--- src/rtl/spi_frame_pkg.sv ---
// spi_frame_pkg
//   Shared definitions for the onboarding SPI register-write link: frame
//   geometry, controller state encoding and the frame-pack helper that the
//   peripheral-side decoder also uses.
package spi_frame_pkg;

  localparam int FRAME_BITS = 16;
  localparam int ADDR_W     = 7;
  localparam int DATA_W     = 8;
  localparam logic RW_WRITE = 1'b1;

  typedef enum logic [1:0] {
    IDLE  = 2'd0,
    SETUP = 2'd1,
    SHIFT = 2'd2,
    GAP   = 2'd3
  } spi_state_e;

  // Frame layout, MSB first on the wire: [15] rw, [14:8] addr, [7:0] data.
  function automatic logic [FRAME_BITS-1:0] pack_frame(
    input logic              rw,
    input logic [ADDR_W-1:0] addr,
    input logic [DATA_W-1:0] data
  );
    return {rw, addr, data};
  endfunction

endpackage

--- src/rtl/spi_sclk_div.sv ---
// spi_sclk_div
//   Half-period tick generator for the SPI clock. A counter runs 0..CLK_DIV-1;
//   each terminal count ends one sclk half-period. The phase bit alternates
//   the tick between rise_tick (end of a low half) and fall_tick (end of a
//   high half). restart returns to the start of a low half-period.
//
// Ports
//   clk        system clock
//   rst        synchronous active-high reset
//   restart    restart counting from the beginning of a low half-period
//   rise_tick  sclk should go high at the next edge
//   fall_tick  sclk should go low at the next edge
module spi_sclk_div #(
  parameter int CLK_DIV = 4
) (
  input  logic clk,
  input  logic rst,
  input  logic restart,
  output logic rise_tick,
  output logic fall_tick
);

  logic [7:0] div_cnt;
  logic       phase;
  logic       term_cnt;

  assign term_cnt  = (div_cnt == 8'(CLK_DIV - 1));
  assign rise_tick = term_cnt & ~phase;
  assign fall_tick = term_cnt & phase;

  always_ff @(posedge clk) begin
    if (rst || restart) begin
      div_cnt <= '0;
      phase   <= 1'b0;
    end else if (term_cnt) begin
      div_cnt <= '0;
      phase   <= ~phase;
    end else begin
      div_cnt <= div_cnt + 8'd1;
    end
  end

endmodule

--- src/rtl/spi_write_controller.sv ---
// spi_write_controller
//   SPI mode 0 initiator for the register-write link. Each accepted command
//   is packed into a 16-bit frame and shifted out MSB first on copi, with
//   ncs framing and sclk idle low. Write-only: there is no cipo path.
//
// Ports
//   clk        system clock
//   rst        synchronous active-high reset
//   cmd_valid  command request
//   cmd_ready  command accepted when cmd_valid & cmd_ready at a clk edge
//   cmd_rw     frame bit 15
//   cmd_addr   frame bits 14:8
//   cmd_data   frame bits 7:0
//   sclk       SPI clock, idle low
//   copi       SPI data to peripheral
//   ncs        chip select, active low
//   busy       high from acceptance until cmd_ready returns
//   done       one-cycle pulse at frame completion
//
// state | meaning
// IDLE  | cmd_ready high, waiting for a command
// SETUP | ncs low, bit 15 on copi, waiting one half-period before first rise
// SHIFT | 16 sclk periods; copi advances on each fall; final low half is hold
// GAP   | ncs high, enforcing minimum deselect time before the next command
module spi_write_controller
  import spi_frame_pkg::*;
#(
  parameter int CLK_DIV    = 4,
  parameter int GAP_CYCLES = 4
) (
  input  logic              clk,
  input  logic              rst,
  input  logic              cmd_valid,
  output logic              cmd_ready,
  input  logic              cmd_rw,
  input  logic [ADDR_W-1:0] cmd_addr,
  input  logic [DATA_W-1:0] cmd_data,
  output logic              sclk,
  output logic              copi,
  output logic              ncs,
  output logic              busy,
  output logic              done
);

  spi_state_e            state;
  logic [FRAME_BITS-1:0] shift_reg;
  logic [3:0]            bit_cnt;
  logic                  tail;
  logic [7:0]            gap_cnt;
  logic                  accept;
  logic                  rise_tick;
  logic                  fall_tick;

  assign accept = (state == IDLE) && cmd_valid && !rst;

  spi_sclk_div #(
    .CLK_DIV(CLK_DIV)
  ) u_sclk_div (
    .clk      (clk),
    .rst      (rst),
    .restart  (accept),
    .rise_tick(rise_tick),
    .fall_tick(fall_tick)
  );

  always_ff @(posedge clk) begin
    if (rst) begin
      state     <= IDLE;
      shift_reg <= '0;
      bit_cnt   <= '0;
      tail      <= 1'b0;
      gap_cnt   <= '0;
      sclk      <= 1'b0;
      copi      <= 1'b0;
      ncs       <= 1'b1;
      cmd_ready <= 1'b1;
      busy      <= 1'b0;
      done      <= 1'b0;
    end else begin
      done <= 1'b0;
      case (state)
        IDLE: begin
          if (cmd_valid) begin
            shift_reg <= pack_frame(cmd_rw, cmd_addr, cmd_data);
            copi      <= cmd_rw;
            ncs       <= 1'b0;
            sclk      <= 1'b0;
            busy      <= 1'b1;
            cmd_ready <= 1'b0;
            bit_cnt   <= '0;
            tail      <= 1'b0;
            state     <= SETUP;
          end
        end

        SETUP: begin
          if (rise_tick) begin
            sclk  <= 1'b1;
            state <= SHIFT;
          end
        end

        SHIFT: begin
          if (fall_tick) begin
            sclk <= 1'b0;
            if (bit_cnt == 4'd15) begin
              copi <= 1'b0;
              tail <= 1'b1;
            end else begin
              // Rotate so the register always holds the next bit at [14];
              // the bit already on the wire wraps harmlessly to the bottom.
              copi      <= shift_reg[FRAME_BITS-2];
              shift_reg <= {shift_reg[FRAME_BITS-2:0], shift_reg[FRAME_BITS-1]};
              bit_cnt   <= bit_cnt + 4'd1;
            end
          end else if (rise_tick) begin
            // After the last bit, the would-be 17th rise marks the end of
            // the ncs hold half-period.
            if (tail) begin
              ncs     <= 1'b1;
              done    <= 1'b1;
              gap_cnt <= 8'(GAP_CYCLES - 1);
              state   <= GAP;
            end else begin
              sclk <= 1'b1;
            end
          end
        end

        GAP: begin
          if (gap_cnt == 8'd0) begin
            cmd_ready <= 1'b1;
            busy      <= 1'b0;
            state     <= IDLE;
          end else begin
            gap_cnt <= gap_cnt - 8'd1;
          end
        end

        default: state <= IDLE;
      endcase
    end
  end

endmodule

--- config.mk ---
export PLATFORM = sky130hd
export DESIGN_NAME = spi_write_controller
export DESIGN_NICKNAME = d
export VERILOG_FILES = /design/src/rtl/spi_frame_pkg.sv /design/src/rtl/spi_sclk_div.sv /design/src/rtl/spi_write_controller.sv
export SDC_FILE = /design/constraint.sdc
export NUM_CORES = 1
export LEC_CHECK = 0
export BUFFER_PORTS_ARGS = -buffer_cell sky130_fd_sc_hd__clkbuf_2
export CAP_MARGIN = 20
export CORE_MARGIN = 2
export CORE_UTILIZATION = 62
export CTS_CLUSTER_DIAMETER = 150
export DETAILED_ROUTE_END_ITERATION = 16
export GPL_ROUTABILITY_DRIVEN = 0
export PLACE_DENSITY = 0.81
export SETUP_SLACK_MARGIN = 0.1
export SYNTH_ARGS = -nofsm -noshare
export SYNTH_HDL_FRONTEND = slang
export SYNTH_SLANG_ARGS = --single-unit
--- constraint.sdc ---
create_clock -name clk -period 5.7 [get_ports clk]
set_clock_uncertainty 0.05 [all_clocks]
set_input_delay 0.285 -clock clk [delete_from_list [all_inputs] [get_ports clk]]
set_output_delay 0.285 -clock clk [all_outputs]
set_load 0.03 [all_outputs]
Yosys cells after proc, flatten, opt, wreduce, memory -nomap -nowiden
Cells that the tools add are included.
{"block": "word_totals", "reg_bits": 46, "latchBits": 0, "ramBits": 0, "rom_bits": 0, "in_bits": 19, "out_inout_bits": 6, "n_memories": 0}
{"block": "classes", "addsub": 3, "multipliers": 0, "div": 0, "magnitude_cmp": 0, "eq_ne": 17, "shift": 0, "mux": 43, "bitwise_logic": 5, "reduce_logical": 20}
{"operator": "16-bit 2-to-1 mux", "n": 3}
{"operator": "8-bit 2-to-1 mux", "n": 4}
{"operator": "16-bit case mux with 2 select lines", "n": 1}
{"operator": "2-bit != test (second input constant)", "n": 10}
{"operator": "1-bit 2-to-1 mux", "n": 17}
{"operator": "8-bit case mux with 2 select lines", "n": 1}
{"operator": "5-bit AND reduction", "n": 3}
{"operator": "2-bit 2-to-1 mux", "n": 6}
{"operator": "4-bit 2-to-1 mux", "n": 3}
{"operator": "1-bit case mux with 2 select lines", "n": 5}
{"operator": "8-bit by 1-bit adder with 8-bit output (second input constant)", "n": 1}
{"operator": "8-bit by 2-bit equality test with 1-bit output (second input constant)", "n": 1}
{"operator": "8-bit logical NOT", "n": 1}
{"operator": "2-bit case mux with 4 select lines", "n": 1}
{"operator": "4-bit case mux with 2 select lines", "n": 1}
{"operator": "4-bit AND reduction", "n": 2}
{"operator": "8-bit by 1-bit subtractor with 8-bit output (second input constant)", "n": 1}
{"operator": "3-bit != test (second input constant)", "n": 2}
{"operator": "3-bit AND reduction", "n": 2}
{"operator": "6-bit AND reduction", "n": 1}
{"operator": "2-bit nonzero test", "n": 3}
{"operator": "4-bit by 1-bit adder with 4-bit output (second input constant)", "n": 1}
{"operator": "2-bit equality test (second input constant)", "n": 2}
{"operator": "4-bit equality test (second input constant)", "n": 1}
{"operator": "11 further kinds", "n": 15}

Logic depth before layout (Yosys ltp)
Gate-level depths: netlist of run 1.
{"block": "depth", "word_depth": 5, "mapped_depth": 8, "ltp_nobuf": 6}

Hierarchy
Synthesis of run 1 repeated with hierarchy kept, for this count alone.
{"block": "hier_totals", "hier_cells": 257, "hier_area_um2": 2348.5}
{"module": "spi_write_controller", "n_inst": 1, "cells_per_inst": 214, "area_each_um2": 1960.6}
{"module": "spi_sclk_div", "n_inst": 1, "cells_per_inst": 43, "area_each_um2": 387.9}

Worst setup path after synthesis of run 1
Ideal clock, no wire load.
{"block": "synth_path", "kind": "register to register", "from": "reg u_sclk_div.div_cnt[0]", "to": "reg gap_cnt[3]", "setup_ps": 70, "arrival_time_ps": 1901, "required_ps": 5580, "slack_ps": 3679, "path_stages_with_launch": 6, "cell_sequence": "dfxtp_1 -> ha_1 -> nor3b_2 -> a32oi_2 -> or4_1 -> a21boi_1"}
{"block": "synth_between", "elab_chain_len": 4, "elab_cells_between_ends": 6, "cone_classes": "3 x eq/ne; 2 x bitwise; 1 x reduce/logical"}
{"item": "start: declaration", "line_no": "spi_sclk_div.sv:23", "text": "logic [7:0] div_cnt;"}
{"item": "start signal: assignment", "line_no": "spi_sclk_div.sv:39", "text": "div_cnt <= div_cnt + 8'd1;"}
{"item": "8-bit by 2-bit equality test with 1-bit output (*)", "line_no": "spi_sclk_div.sv:27", "text": "assign term_cnt = (div_cnt == 8'(CLK_DIV - 1));"}
{"item": "1-bit bitwise AND (on tied branches)", "line_no": "spi_sclk_div.sv:29, spi_sclk_div.sv:28"}
{"item": "2-bit != test (no source line)"}
{"item": "5-bit AND reduction (no source line) (*)"}
{"item": "end signal: assignment", "line_no": "spi_write_controller.sv:122", "text": "gap_cnt <= 8'(GAP_CYCLES - 1);"}
{"item": "end signal: assignment", "line_no": "spi_write_controller.sv:136", "text": "gap_cnt <= gap_cnt - 8'd1;"}
{"item": "end: declaration", "line_no": "spi_write_controller.sv:49", "text": "logic [7:0] gap_cnt;"}
Mark *: on every way between the ends. The rest lies on a longest branch, timed or not.
A chain may end at the register's enable or synchronous reset.

Worst setup path after layout of run 1
{"block": "layout_path", "from": "reg state[0]", "to": "reg shift_reg[5]"}
{"block": "layout_between", "elab_chain_len": 3, "elab_cells_between_ends": 8, "cone_classes": "4 x eq/ne; 1 x mux; 3 x reduce/logical"}
{"item": "start: declaration", "line_no": "spi_write_controller.sv:45", "text": "spi_state_e state;"}
{"item": "start signal: assignment", "line_no": "spi_write_controller.sv:68", "text": "state <= IDLE;"}
{"item": "start signal: assignment", "line_no": "spi_write_controller.sv:92", "text": "state <= SETUP;"}
{"item": "start signal: assignment", "line_no": "spi_write_controller.sv:99", "text": "state <= SHIFT;"}
{"item": "2-bit equality test / 2-bit logical NOT (equally long branches)", "line_no": "spi_write_controller.sv:81", "text": "case (state)"}
{"item": "2-bit != test (no source line) / 2-bit nonzero test (equally long branches)"}
{"item": "4-bit AND reduction (no source line)"}
{"item": "end signal: assignment", "line_no": "spi_write_controller.sv:84", "text": "shift_reg <= pack_frame(cmd_rw, cmd_addr, cmd_data);"}
{"item": "end signal: assignment", "line_no": "spi_write_controller.sv:113", "text": "shift_reg <= {shift_reg[FRAME_BITS-2:0], shift_reg[FRAME_BITS-1]};"}
{"item": "end: declaration", "line_no": "spi_write_controller.sv:46", "text": "logic [FRAME_BITS-1:0] shift_reg;"}
Parallel ways exist; a longest one is shown, timed or not.

==> summary.txt, run 1 <==
Run status
  – Outcome: complete, no violations

Pwr
  – Pint: about 0.66 mW
  – Sw Ratio: 39.2%
  – VDD IR max: ~230 uV
  – Psw: 0.425 mW
  – Leak pwr: slightly below 1 nW
  – Power density cells: roughly 430 mW/mm2
  – Part of the power in combinational logic: between 30% and 40%
  – Clock power frac: 19.0%
  – Total power: 1.08 mW
  – Flop pwr share: between 40% and 50%

Logic synthesis
  – Mapped Cells: 250
  – Cell taking the most area after synthesis: dfxtp_1
  – Yosys warning total: 0
  – EDFF count, synth: 0
  – Syn_nets: 278
  – Mapped Area: between 0.002 and 0.0025 mm2
  – Syn avg cell area: 9.29 um2
  – Most area-consuming cells after synthesis: dfxtp_1 40%, mux2i_1 7.3%, a211oi_1 6.1%
  – Top-area cell type share of the netlist area: roughly two fifths
  – Fraction of registers with async set/reset: 0%
  – Synth cell types: 47
  – Top_reg_cell synth: dfxtp_1
  – Sequential-to-total area share from yosys stat: approximately two fifths
  – #FFs+latches synth: 46

STA
  – Setup violations, final: 0
  – Worst hold slack: around 0.22 ns
  – Setup TNS: 0 ns
  – Slew Limit Fails: 0
  – Setup WS post-layout: around 3.1 ns
  – RSZ-0062 raised after global routing: no
  – Max frequency: slightly below 0.4 GHz
  – Final min period: approximately 2.6 ns
  – Fin crit share: around 45%
  – Worst-margin pin slew: 0.704 ns
  – Final Hold Viols: 0
  – Slew HR: a little over half

Layout
  – Fin area: around 0.0026 mm2
  – FF/Latch Area: roughly 920 um2
  – ANT cells: 0
  – # fillers: approximately 330
  – Post-Layout Cell Count: between 300 and 400
  – Layout area overhead: 9.86%
  – Multi-input gate area: between 0.001 and 0.0015 mm2
  – Fin nets: between 200 and 300
  – Max reg flops: 16
  – Layout cells sized above 1: 14.8%
  – Final core occ: a little over two thirds

Worst setup path
  – Crit start category: flip-flop
  – Critical path endpoint category: flip-flop
  – Crit path arrival time: between 2 and 3 ns
  – Crit path kind: reg -> reg
  – CP Max Fanout: 26
  – Required time worst endpoint: 5.81 ns

GRT
  – All-Layer GR Usage: between 20% and 30%
  – Vias in the first global route: ~1900
  – Gr ovfl total: 0
  – First-pass GRT wire length: about 8400 um
  – Antenna violations before repair: 0
  – Largest net degree at the start of global routing: 37

Placement
  – Placement-stage cell area: around 0.0025 mm2
  – Placed Cells: between 300 and 400
  – Port buffer count: 24
  – Dpl ws: approximately 3.2 ns
  – Detail Placement HPWL: 3300 um

Die
  – Die width: 65.2 um
  – Die height: about 65 um
  – Row cnt: 22
  – Floorplan core area: roughly 0.0036 mm2
  – DIE AREA: about 0.0043 mm2
  – Top-Level Pins: 25
  – Initial Util: between 60% and 70%

CTS
  – Post-cts sizing count: 0
  – CTS tree: built
  – CTS Buffer Depth: 2
  – H-tree depth: 2
  – Clk sinks: 46
  – Num CTS Buffers: 5
  – Postcts setup bufs: 0
  – Clock Latency Late Sink: roughly 0.30 ns
  – Worst-path clk slew: approximately 0.08 ns
  – Root Driver: clkbuf_8
  – Hold-fix buffers, CTS: 0

Hold path
  – Worst min-delay path category: in -> reg

Routing
  – Via count: between 1500 and 2000
  – Drt total wl: roughly 4800 um
  – DRT antenna net count: 0
  – Pre-antenna DRT Iters: 4
  – Routed len/inst: between 15 and 20 um
  – DRC: 0
  – DRC violation total after the first TritonRoute iteration: 191
  – Avg Vias per Cell: between 6 and 7

Flow run
  – Max Cap Viol: 0
-- final timing paths --
kind / startpoint / endpoint / slack, ns / depth (start not counted)
worst min register to register: gap_cnt[5] / gap_cnt[5] / 0.43 / 2
worst max-delay path: state[0] / shift_reg[5] / 3.14 / 7
worst max register to register: state[0] / shift_reg[5] / 3.14 / 7
worst min-delay path: cmd_valid / u_sclk_div.phase / 0.22 / 2
-- cell families (layout without fill, tap and decap cells) --
family,count (synthesis),in the layout,share of synthesized area (%)
muxes,18,18,7.81
xor gates and xnor gates,7,7,2.64
and+or+nand+nor,66,66,17.3
DFF,46,46,39.7
AOI/OAI and AO/OA,83,83,24.1
buffers and inverters,21,42,3.61
adders and majority gates,9,9,4.85
-- critical path, cell delays in order (launching register included) --
cell and delay [ns]:
dfxtp_1 0.34, inv_1 0.13, ha_1 0.16, buf_4 0.32, clkinv_1 0.37, o21a_1 0.35, nor2_2 0.51, a211oi_1 0.16
-- power by group through the flow --
stage	Sequential, mW	Clock (mW)	Combinational (mW)
6_report	0.447	0.206	0.431
5_1_grt	0.458	0.221	0.484
4_1_cts	0.446	0.208	0.429
3_5_place_dp	0.452	0	0.427
3_3_place_gp	0.452	0	0.416
2_1_floorplan	0.459	0	0.327
-- layer usage --
metal | GRT usage (%) | vias up | share of wire, %
met2 | 44.3 | 40 | 49
met3 | 4.97 | 7 | 4.3
met4 | 8.85 | 0 | 1.4
met5 | 0 | - | 0
met1 | 30.6 | 940 | 45
li1 | - | 992 | -
-- cell usage in the layout (no fill, tap or decap), types with 2 or more instances in the layout --
cell type | synthesis | layout
o21ai_0 | 9 | 9
or3_1 | 3 | 3
or3_2 | 2 | 2
nand2b_1 | 4 | 4
inv_1 | 8 | 8
clkbuf_8 | 0 | 6
xnor2_1 | 2 | 2
o21a_1 | 3 | 3
nand3_1 | 10 | 10
dfxtp_1 | 46 | 46
nor2_1 | 9 | 9
o21bai_1 | 3 | 3
nor3_1 | 2 | 2
o31ai_1 | 6 | 6
ha_1 | 9 | 9
or4_1 | 10 | 10
nor2b_1 | 3 | 3
nor3b_1 | 2 | 2
a31oi_1 | 4 | 4
and3_1 | 3 | 3
nand4_1 | 3 | 3
nor4_1 | 2 | 2
xor2_1 | 5 | 5
nand2_1 | 7 | 7
a211oi_1 | 19 | 19
clkbuf_2 | 0 | 24
a21boi_1 | 4 | 4
a21oi_1 | 26 | 26
mux2i_1 | 17 | 17
-- area by class of cell --
cell class / count / area share [%]
Sequential cell: 46 / 36.1
Multi-Input combinational cell: 183 / 51.6
Clock buffer: 7 / 3.38
Clock inverter: 1 / 0.196
Timing Repair Buffer: 25 / 5.00
Tap cell: 48 / 2.35
Inverter: 9 / 1.32
-- Yosys cell counts (all sizes together) (2+ instances only) --
cell,n
and3,3
nand2b,4
inv,8
xor2,5
nor3,2
or4,10
nor2b,3
nor2,10
a31oi,4
o21ai,9
ha,9
mux2i,17
xnor2,2
o31ai,6
dfxtp,46
or3,5
a21boi,5
nand4,3
nand3,10
buf,5
nand2,7
nor3b,3
a41oi,2
a211oi,19
nor4,3
o21bai,3
a21oi,26
clkbuf,7
o21a,3
(Power assumes the default switching activity.)
==> run 2, diff against run 1 <==
--- a/config.mk
+++ b/config.mk
@@ -8,11 +8,11 @@
 export BUFFER_PORTS_ARGS = -buffer_cell sky130_fd_sc_hd__clkbuf_2
 export CAP_MARGIN = 20
 export CORE_MARGIN = 2
-export CORE_UTILIZATION = 62
+export CORE_UTILIZATION = 58
 export CTS_CLUSTER_DIAMETER = 150
 export DETAILED_ROUTE_END_ITERATION = 16
 export GPL_ROUTABILITY_DRIVEN = 0
-export PLACE_DENSITY = 0.81
+export PLACE_DENSITY = 0.76
 export SETUP_SLACK_MARGIN = 0.1
 export SYNTH_ARGS = -nofsm -noshare
 export SYNTH_HDL_FRONTEND = slang
==> constraint.sdc (replaced) <==
create_clock -name clk -period 2.46 [get_ports clk]
set_clock_uncertainty 0.05 [all_clocks]
set_input_delay 0.123 -clock clk [delete_from_list [all_inputs] [get_ports clk]]
set_output_delay 0.123 -clock clk [all_outputs]
set_load 0.03 [all_outputs]
==> run 2 against run 1 <==
  * Register-to-register slack got worse by 2.9 ns
  * Wire length is 0.50% lower
  * Combinational power rose by 140%
  * First-iteration DRC count shrank 32%
  * Sequential power increased by 130%
  * Utilization is 0.86 points lower
  * Flip-flop and latch count unchanged
  * Hold slack got worse by 0.15 ns
  * Critical path depth stayed put
  * Critical path type unchanged
  * Clock power is 130% higher
==> summary.txt, run 2 (same netlist as run 1, synthesis figures left out) <==
Pwr
  – Power density cells: 981 mW/mm2 (was 425 mW/mm2)
  – VDD IR max: 578 uV (was 231 uV)
  – Leak pwr: 1.00 nW (was 0.972 nW)
  – Total power: 2.55 mW (was 1.08 mW)

Layout
  – Layout area overhead: 11.8% (was 9.86%)
  – Most frequent cells in the layout: 46 x dfxtp_1, 26 x a21oi_1, 24 x clkbuf_2 (unchanged)
  – Final core occ: 69.4% (was 70.2%)
  – Max reg flops: 16 (unchanged)
  – ANT cells: 0 (unchanged)
  – Fin nets: 304 (was 298)
  – Layout cells sized above 1: 16.6% (was 14.8%)
  – Fin area: 0.00260 mm2 (was 0.00255 mm2)
  – Commonest non-fill, non-tap cell in the layout: dfxtp_1 (unchanged)

Worst setup path
  – FF-to-FF Start: state[0] (unchanged)
  – Slowest CP cell: a41oi_2 (was nor2_2)
  – Crit path from: state[0] (unchanged)
  – Required time worst endpoint: 2.60 ns (was 5.81 ns)
  – Family with the most delay on the worst path: compound AO/OA/AOI/OAI gates (was buffers and inverters)
  – Worst path cell trace: inv_1, ha_1, clkinv_1, a41oi_2, nor2_2, buf_4, a211oi_1 (was inv_1, ha_1, buf_4, clkinv_1, o21a_1, nor2_2, a211oi_1)
  – CP Max Fanout: 15 (was 26)
  – Critical path endpoint category: flip-flop (unchanged)
  – Crit path largest cell delay: 0.47 ns (was 0.51 ns)
  – Crit path arrival time: 2.33 ns (was 2.67 ns)
  – Crit start category: flip-flop (unchanged)
  – Crit path kind: reg -> reg (unchanged)
  – Critical path buffer and inverter count: 3 (unchanged)

CTS
  – Root Driver: clkbuf_8 (unchanged)
  – H-tree depth: 2 (unchanged)
  – CTS Buffer Depth: 2 (unchanged)
  – Clk sinks: 46 (unchanged)
  – Postcts setup bufs: 0 (unchanged)
  – Post-cts sizing count: 0 (unchanged)
  – Clock Latency Late Sink: 0.30 ns (about the same)
  – Num CTS Buffers: 5 (unchanged)
  – CTS tree: built (unchanged)
  – Worst-path clk slew: 0.08 ns (about the same)
  – Hold-fix buffers, CTS: 0 (unchanged)

Hold path
  – HP Start: cmd_valid (unchanged)
  – Worst min-delay path category: in -> reg (unchanged)

STA
  – Setup violations, final: 0 (unchanged)
  – Final Hold Viols: 0 (unchanged)
  – Slew HR: 60.4% (was 53.1%)
  – Worst-margin pin slew: 0.590 ns (was 0.704 ns)
  – Slew Limit Fails: 0 (unchanged)
  – Max frequency: 0.458 GHz (was 0.390 GHz)
  – Final min period: 2.18 ns (was 2.56 ns)
  – Fin crit share: 88.7% (was 45.0%)
  – RSZ-0062 raised after global routing: no (unchanged)
  – Setup TNS: 0 ns (unchanged)

Routing
  – DRC: 0 (unchanged)
  – DRC violation total after the first TritonRoute iteration: 129 (was 191)
  – Drt total wl: 4790 um (was 4810 um)
  – Avg Vias per Cell: 6.04 (was 6.20)
  – Pre-antenna DRT Iters: 4 (unchanged)
  – DRT antenna net count: 0 (unchanged)
  – Via count: 1963 (was 1979)
  – Routed len/inst: 14.7 um (was 15.1 um)

GRT
  – First-pass GRT wire length: 8070 um (was 8400 um)
  – Vias in the first global route: 1812 (was 1899)
  – Antenna violations before repair: 0 (unchanged)
  – All-Layer GR Usage: 23.5% (was 25.2%)
  – Gr ovfl total: 0 (unchanged)
  – Largest net degree at the start of global routing: 21 (was 37)

Flow run
  – Max Cap Viol: 0 (unchanged)

Run status
  – Outcome: complete, no violations (unchanged)

Die
  – Floorplan core area: 0.00374 mm2 (was 0.00363 mm2)
  – Die height: 67.3 um (was 65.2 um)
  – Top-Level Pins: 25 (unchanged)
  – Initial Util: 62.0% (was 63.9%)
  – Die width: 67.3 um (was 65.2 um)
  – DIE AREA: 0.00453 mm2 (was 0.00425 mm2)
  – Row cnt: 22 (unchanged)

Placement
  – Detail Placement HPWL: 3390 um (was 3300 um)
  – Placement-stage cell area: 0.00250 mm2 (was 0.00246 mm2)
  – Port buffer count: 24 (unchanged)
==> run 2: cell types whose count changed in the layout (fill, tap and decap cells not counted), sizes merged <==
cell / delta
buf: +6
==> run 2: worst paths after layout <==
path / end / slack [ns] / cells past startpoint
setup / recovery: shift_reg[11] / 0.28 / 7
setup reg to reg: shift_reg[11] / 0.28 / 7
hold / removal: u_sclk_div.phase / 0.08 / 2
hold reg to reg: u_sclk_div.div_cnt[0] / 0.43 / 1
==> run 2: per-stage QoR <==
step	instances	setup WS [ns]	hold slack, ns
after detailed placement	317	0.331	0.394
after global routing	325	0.124	0.0861
final	325	0.278	0.0778
after CTS	325	0.296	0.0720
after global placement	317	0.402	0.384
after floorplan	250	0.439	0.170
==> run 2: metal layers <==
layer / routed length [um] / share of wire [%] / GRT usage, % / vias to the layer above
li1: - / - / - / 1005
met1: 2240 / 47 / 28.7 / 904
met2: 2230 / 46 / 39.1 / 40
met3: 178 / 3.7 / 4.00 / 14
met4: 146 / 3.0 / 13.3 / 0
met5: 0 / 0 / 0 / -
==> run 2: report_power, final <==
| part | leakage, nW | switching [mW] | internal, mW |
|---|---|---|---|
| clock network | 0.0482 | 0.246 | 0.227 |
| registers | 0.376 | 0.119 | 0.921 |
| logic | 0.578 | 0.623 | 0.410 |
| total | 1.00 | 0.987 | 1.56 |
==> run 2: final cells by class <==
type | instances | area [um2]
well taps | 48 | 60.1
flip-flops and latches | 46 | 921
repair buffers | 31 | 173
inverters | 9 | 33.8
clock buffers | 7 | 86.3
multi-input cells | 183 | 1320
fillers | 327 | 1150
clock inverters | 1 | 5.00
==> run 2: worst reg2reg max path, stage by stage (launching register included) <==
cell and delay [ns]:
dfxtp_1 0.34, inv_1 0.13, ha_1 0.28, clkinv_1 0.29, a41oi_2 0.47, nor2_2 0.05
buf_4 0.20, a211oi_1 0.27
==> run 3, diff against run 2 <==
--- a/config.mk
+++ b/config.mk
@@ -5,6 +5,7 @@
 export SDC_FILE = /design/constraint.sdc
 export NUM_CORES = 1
 export LEC_CHECK = 0
+export ABC_AREA = 1
 export BUFFER_PORTS_ARGS = -buffer_cell sky130_fd_sc_hd__clkbuf_2
 export CAP_MARGIN = 20
 export CORE_MARGIN = 2
@@ -13,6 +14,7 @@
 export DETAILED_ROUTE_END_ITERATION = 16
 export GPL_ROUTABILITY_DRIVEN = 0
 export PLACE_DENSITY = 0.76
+export RECOVER_POWER = 50
 export SETUP_SLACK_MARGIN = 0.1
 export SYNTH_ARGS = -nofsm -noshare
 export SYNTH_HDL_FRONTEND = slang
==> run 3 against run 2 <==
  * Global-route usage fell by 1.7 points
  * Final cell count grew 30%
  * First-iteration DRC count down 19%
  * Critical endpoint is now gap_cnt[0]
==> summary.txt, run 3 <==
Logic synthesis
  – Compound-Gate Fraction of Synth Area: 11.5% (was 24.1%)
  – Post-Synth XOR/XNOR Area: 1.50% (was 2.64%)
  – Sequential-to-total area share from yosys stat: 39.5% (was 39.7%)
  – Mapped Cells: 349 (was 250)
  – Largest family of logic cells by synthesized area: simple AND/OR/NAND/NOR gates (was compound AO/OA/AOI/OAI gates)
  – Synth cell count leaders: 98 x nand2_1, 66 x nor2_1, 46 x dfxtp_1 (was 46 x dfxtp_1, 26 x a21oi_1, 19 x a211oi_1)
  – Mapped Area: 0.00233 mm2 (was 0.00232 mm2)
  – Mux share of post-synthesis cell area: 0% (was 7.81%)
  – Syn_nets: 377 (was 278)
  – Yosys warning total: 0 (unchanged)
  – Most area-consuming cells after synthesis: dfxtp_1 40%, nand2_1 16%, nor2_1 11% (was dfxtp_1 40%, mux2i_1 7.3%, a211oi_1 6.1%)
  – Post-synthesis simple-gate area fraction: 35.3% (was 17.3%)
  – Fraction of registers with async set/reset: 0% (unchanged)
  – Syn avg cell area: 6.68 um2 (was 9.29 um2)
  – #FFs+latches synth: 46 (unchanged)
  – Synth Area in Adders: 4.83% (was 4.85%)
  – Synth cell types: 28 (was 47)
  – Cell taking the most area after synthesis: dfxtp_1 (unchanged)
  – Most frequent cell after synthesis: nand2_1 (was dfxtp_1)
  – Top_reg_cell synth: dfxtp_1 (unchanged)
  – EDFF count, synth: 0 (unchanged)
  – Top-area cell type share of the netlist area: 39.5% (was 39.7%)

Layout
  – Max reg flops: 16 (unchanged)
  – Multi-input gate area: 0.00122 mm2 (was 0.00132 mm2)
  – Fin nets: 400 (was 304)
  – # fillers: 382 (was 327)
  – Commonest non-fill, non-tap cell in the layout: nand2_1 (was dfxtp_1)
  – Most frequent cells in the layout: 99 x nand2_1, 67 x nor2_1, 46 x dfxtp_1 (was 46 x dfxtp_1, 26 x a21oi_1, 24 x clkbuf_2)
  – FF/Latch Area: 921 um2 (unchanged)
  – Layout cells sized above 1: 9.92% (was 16.6%)
  – Layout area overhead: 10.0% (was 11.8%)
  – ANT cells: 0 (unchanged)
  – Final core occ: 65.0% (was 69.4%)

CTS
  – Hold-fix buffers, CTS: 0 (unchanged)
  – Clock Latency Late Sink: 0.30 ns (about the same)
  – Root Driver: clkbuf_8 (unchanged)
  – CTS tree: built (unchanged)
  – H-tree depth: 2 (unchanged)
  – Postcts setup bufs: 0 (unchanged)
  – Num CTS Buffers: 5 (unchanged)
  – Worst-path clk slew: 0.08 ns (about the same)
  – CTS Buffer Depth: 2 (unchanged)
  – Clk sinks: 46 (unchanged)
  – Post-cts sizing count: 0 (unchanged)

STA
  – Fin crit share: 83.4% (was 88.7%)
  – Max frequency: 0.488 GHz (was 0.458 GHz)
  – Setup violations, final: 0 (unchanged)
  – Worst-margin pin slew: 0.411 ns (was 0.590 ns)
  – Worst hold slack: 0.118 ns (was 0.0778 ns)
  – Final Hold Viols: 0 (unchanged)
  – RSZ-0062 raised after global routing: no (unchanged)
  – Setup TNS: 0 ns (unchanged)
  – Slew HR: 72.5% (was 60.4%)
  – Final min period: 2.05 ns (was 2.18 ns)
  – Slew Limit Fails: 0 (unchanged)
  – Setup WS post-layout: 0.410 ns (was 0.278 ns)

Flow run
  – Max Cap Viol: 0 (unchanged)

Placement
  – Detail Placement HPWL: 3160 um (was 3390 um)
  – Dpl ws: 0.455 ns (was 0.331 ns)
  – Port buffer count: 24 (unchanged)

Pwr
  – Power density cells: 1080 mW/mm2 (was 981 mW/mm2)
  – VDD IR max: 686 uV (was 578 uV)
  – Flop pwr share: 38.7% (was 40.9%)
  – Psw: 1.12 mW (was 0.987 mW)
  – Leak pwr: 1.20 nW (was 1.00 nW)
  – Clock power frac: 19.9% (was 18.6%)
  – Sw Ratio: 40.5% (was 38.8%)
  – Pint: 1.64 mW (was 1.56 mW)
  – Part of the power in combinational logic: 41.4% (was 40.6%)

Worst setup path
  – Crit start category: flip-flop (unchanged)
  – Worst path cell trace: ha_1, nand2_2, nor2_1, nand3_1, nand2_1, nand2_4, nor3_1, nor2_1 (was inv_1, ha_1, clkinv_1, a41oi_2, nor2_2, buf_4, a211oi_1)
  – Crit path kind: reg -> reg (unchanged)
  – Critical path endpoint category: flip-flop (unchanged)
  – Required time worst endpoint: 2.61 ns (was 2.60 ns)
  – CP Max Fanout: 10 (was 15)
  – Slowest CP cell: nand2_1 (was a41oi_2)
  – Crit path arrival time: 2.20 ns (was 2.33 ns)
  – Worst path most repeated cell: nor2_1
  – Crit path largest cell delay: 0.37 ns (was 0.47 ns)

Routing
  – Avg Vias per Cell: 4.90 (was 6.04)
  – Routed len/inst: 10.5 um (was 14.7 um)
  – DRC violation total after the first TritonRoute iteration: 104 (was 129)
  – Pre-antenna DRT Iters: 4 (unchanged)
  – Via count: 2072 (was 1963)
  – Drt total wl: 4460 um (was 4790 um)
  – DRT antenna net count: 0 (unchanged)
  – DRC: 0 (unchanged)

Run status
  – Outcome: complete, no violations (unchanged)

Die
  – DIE AREA: 0.00454 mm2 (was 0.00453 mm2)
  – Die width: 67.4 um (was 67.3 um)
  – Row cnt: 23 (was 22)
  – Initial Util: 59.1% (was 62.0%)
  – Die height: 67.4 um (was 67.3 um)
  – Top-Level Pins: 25 (unchanged)
  – Floorplan core area: 0.00394 mm2 (was 0.00374 mm2)

GRT
  – Largest net degree at the start of global routing: 23 (was 21)
  – Gr ovfl total: 0 (unchanged)
  – Antenna violations before repair: 0 (unchanged)
  – Vias in the first global route: 1832 (was 1812)
  – First-pass GRT wire length: 7560 um (was 8070 um)
  – All-Layer GR Usage: 21.8% (was 23.5%)

Hold path
  – Worst min-delay path category: in -> reg (unchanged)
==> run 3: cell count changes in the layout (fill, tap and decap cells not counted), sizes merged, moves of 5 or more <==
cell / previous run / this run
or3: 5 / 0
or4: 10 / 0
a211oi: 19 / 0
inv: 8 / 30
nand2: 7 / 103
mux2i: 17 / 0
o31ai: 6 / 0
nor2: 10 / 69
a21oi: 26 / 18
nand3: 10 / 16
o21ai: 9 / 29
==> run 3: worst paths after layout <==
path | endpoint | startpoint | slack, ns | cells past startpoint
min reg2reg | u_sclk_div.div_cnt[0] | u_sclk_div.div_cnt[0] | 0.40 | 1
max | gap_cnt[0] | u_sclk_div.div_cnt[0] | 0.41 | 8
min | shift_reg[4] | cmd_data[4] | 0.12 | 5
max reg2reg | gap_cnt[0] | u_sclk_div.div_cnt[0] | 0.41 | 8
==> run 3: cells by family (layout without fill, tap and decap cells) <==
family	after synthesis	in the layout
and+or+nand+nor	198	198
DFF	46	46
adders and majority gates	9	9
xor gates and xnor gates	4	4
buffers and inverters	41	65
AOI/OAI and AO/OA	51	51
==> run 3: through the flow <==
stage | power, mW | std cells | cell area [um2]
2_1_floorplan | 2.02 | 349 | 2330
3_3_place_gp | 2.22 | 415 | 2480
3_5_place_dp | 2.24 | 415 | 2480
4_1_cts | 2.80 | 423 | 2590
5_1_grt | 3.02 | 423 | 2560
6_report | 2.76 | 423 | 2560
==> run 3: worst max-delay path: cells and delay by family (launching register included) <==
family / cells / cell delay, ns
DFF: 1 / 0.36
adders and majority gates: 1 / 0.23
and+or+nand+nor: 7 / 1.30
==> run 3: layout make-up <==
cell class / count / area share [%]
flip-flops and latches: 46 / 35.9
repair buffers: 27 / 5.27
clock buffers: 7 / 2.98
clock inverters: 1 / 1.17
multi-input cells: 262 / 47.7
inverters: 30 / 4.49
well taps: 50 / 2.44
==> run 3: metal layers <==
layer	global-route usage, %	wire [um]	vias up
li1	-	-	1144
met1	26.5	2170	889
met2	37.7	2060	33
met3	4.00	169	6
met4	9.18	62	0
met5	0	0	-
==> run 3: power groups by stage <==
stage          Combinational [mW]  Clock [mW]  Sequential, mW
5_1_grt                      1.34       0.587            1.10
2_1_floorplan               0.902           0            1.12
3_5_place_dp                 1.16           0            1.09
3_3_place_gp                 1.15           0            1.08
4_1_cts                      1.17       0.562            1.07
6_report                     1.14       0.550            1.07
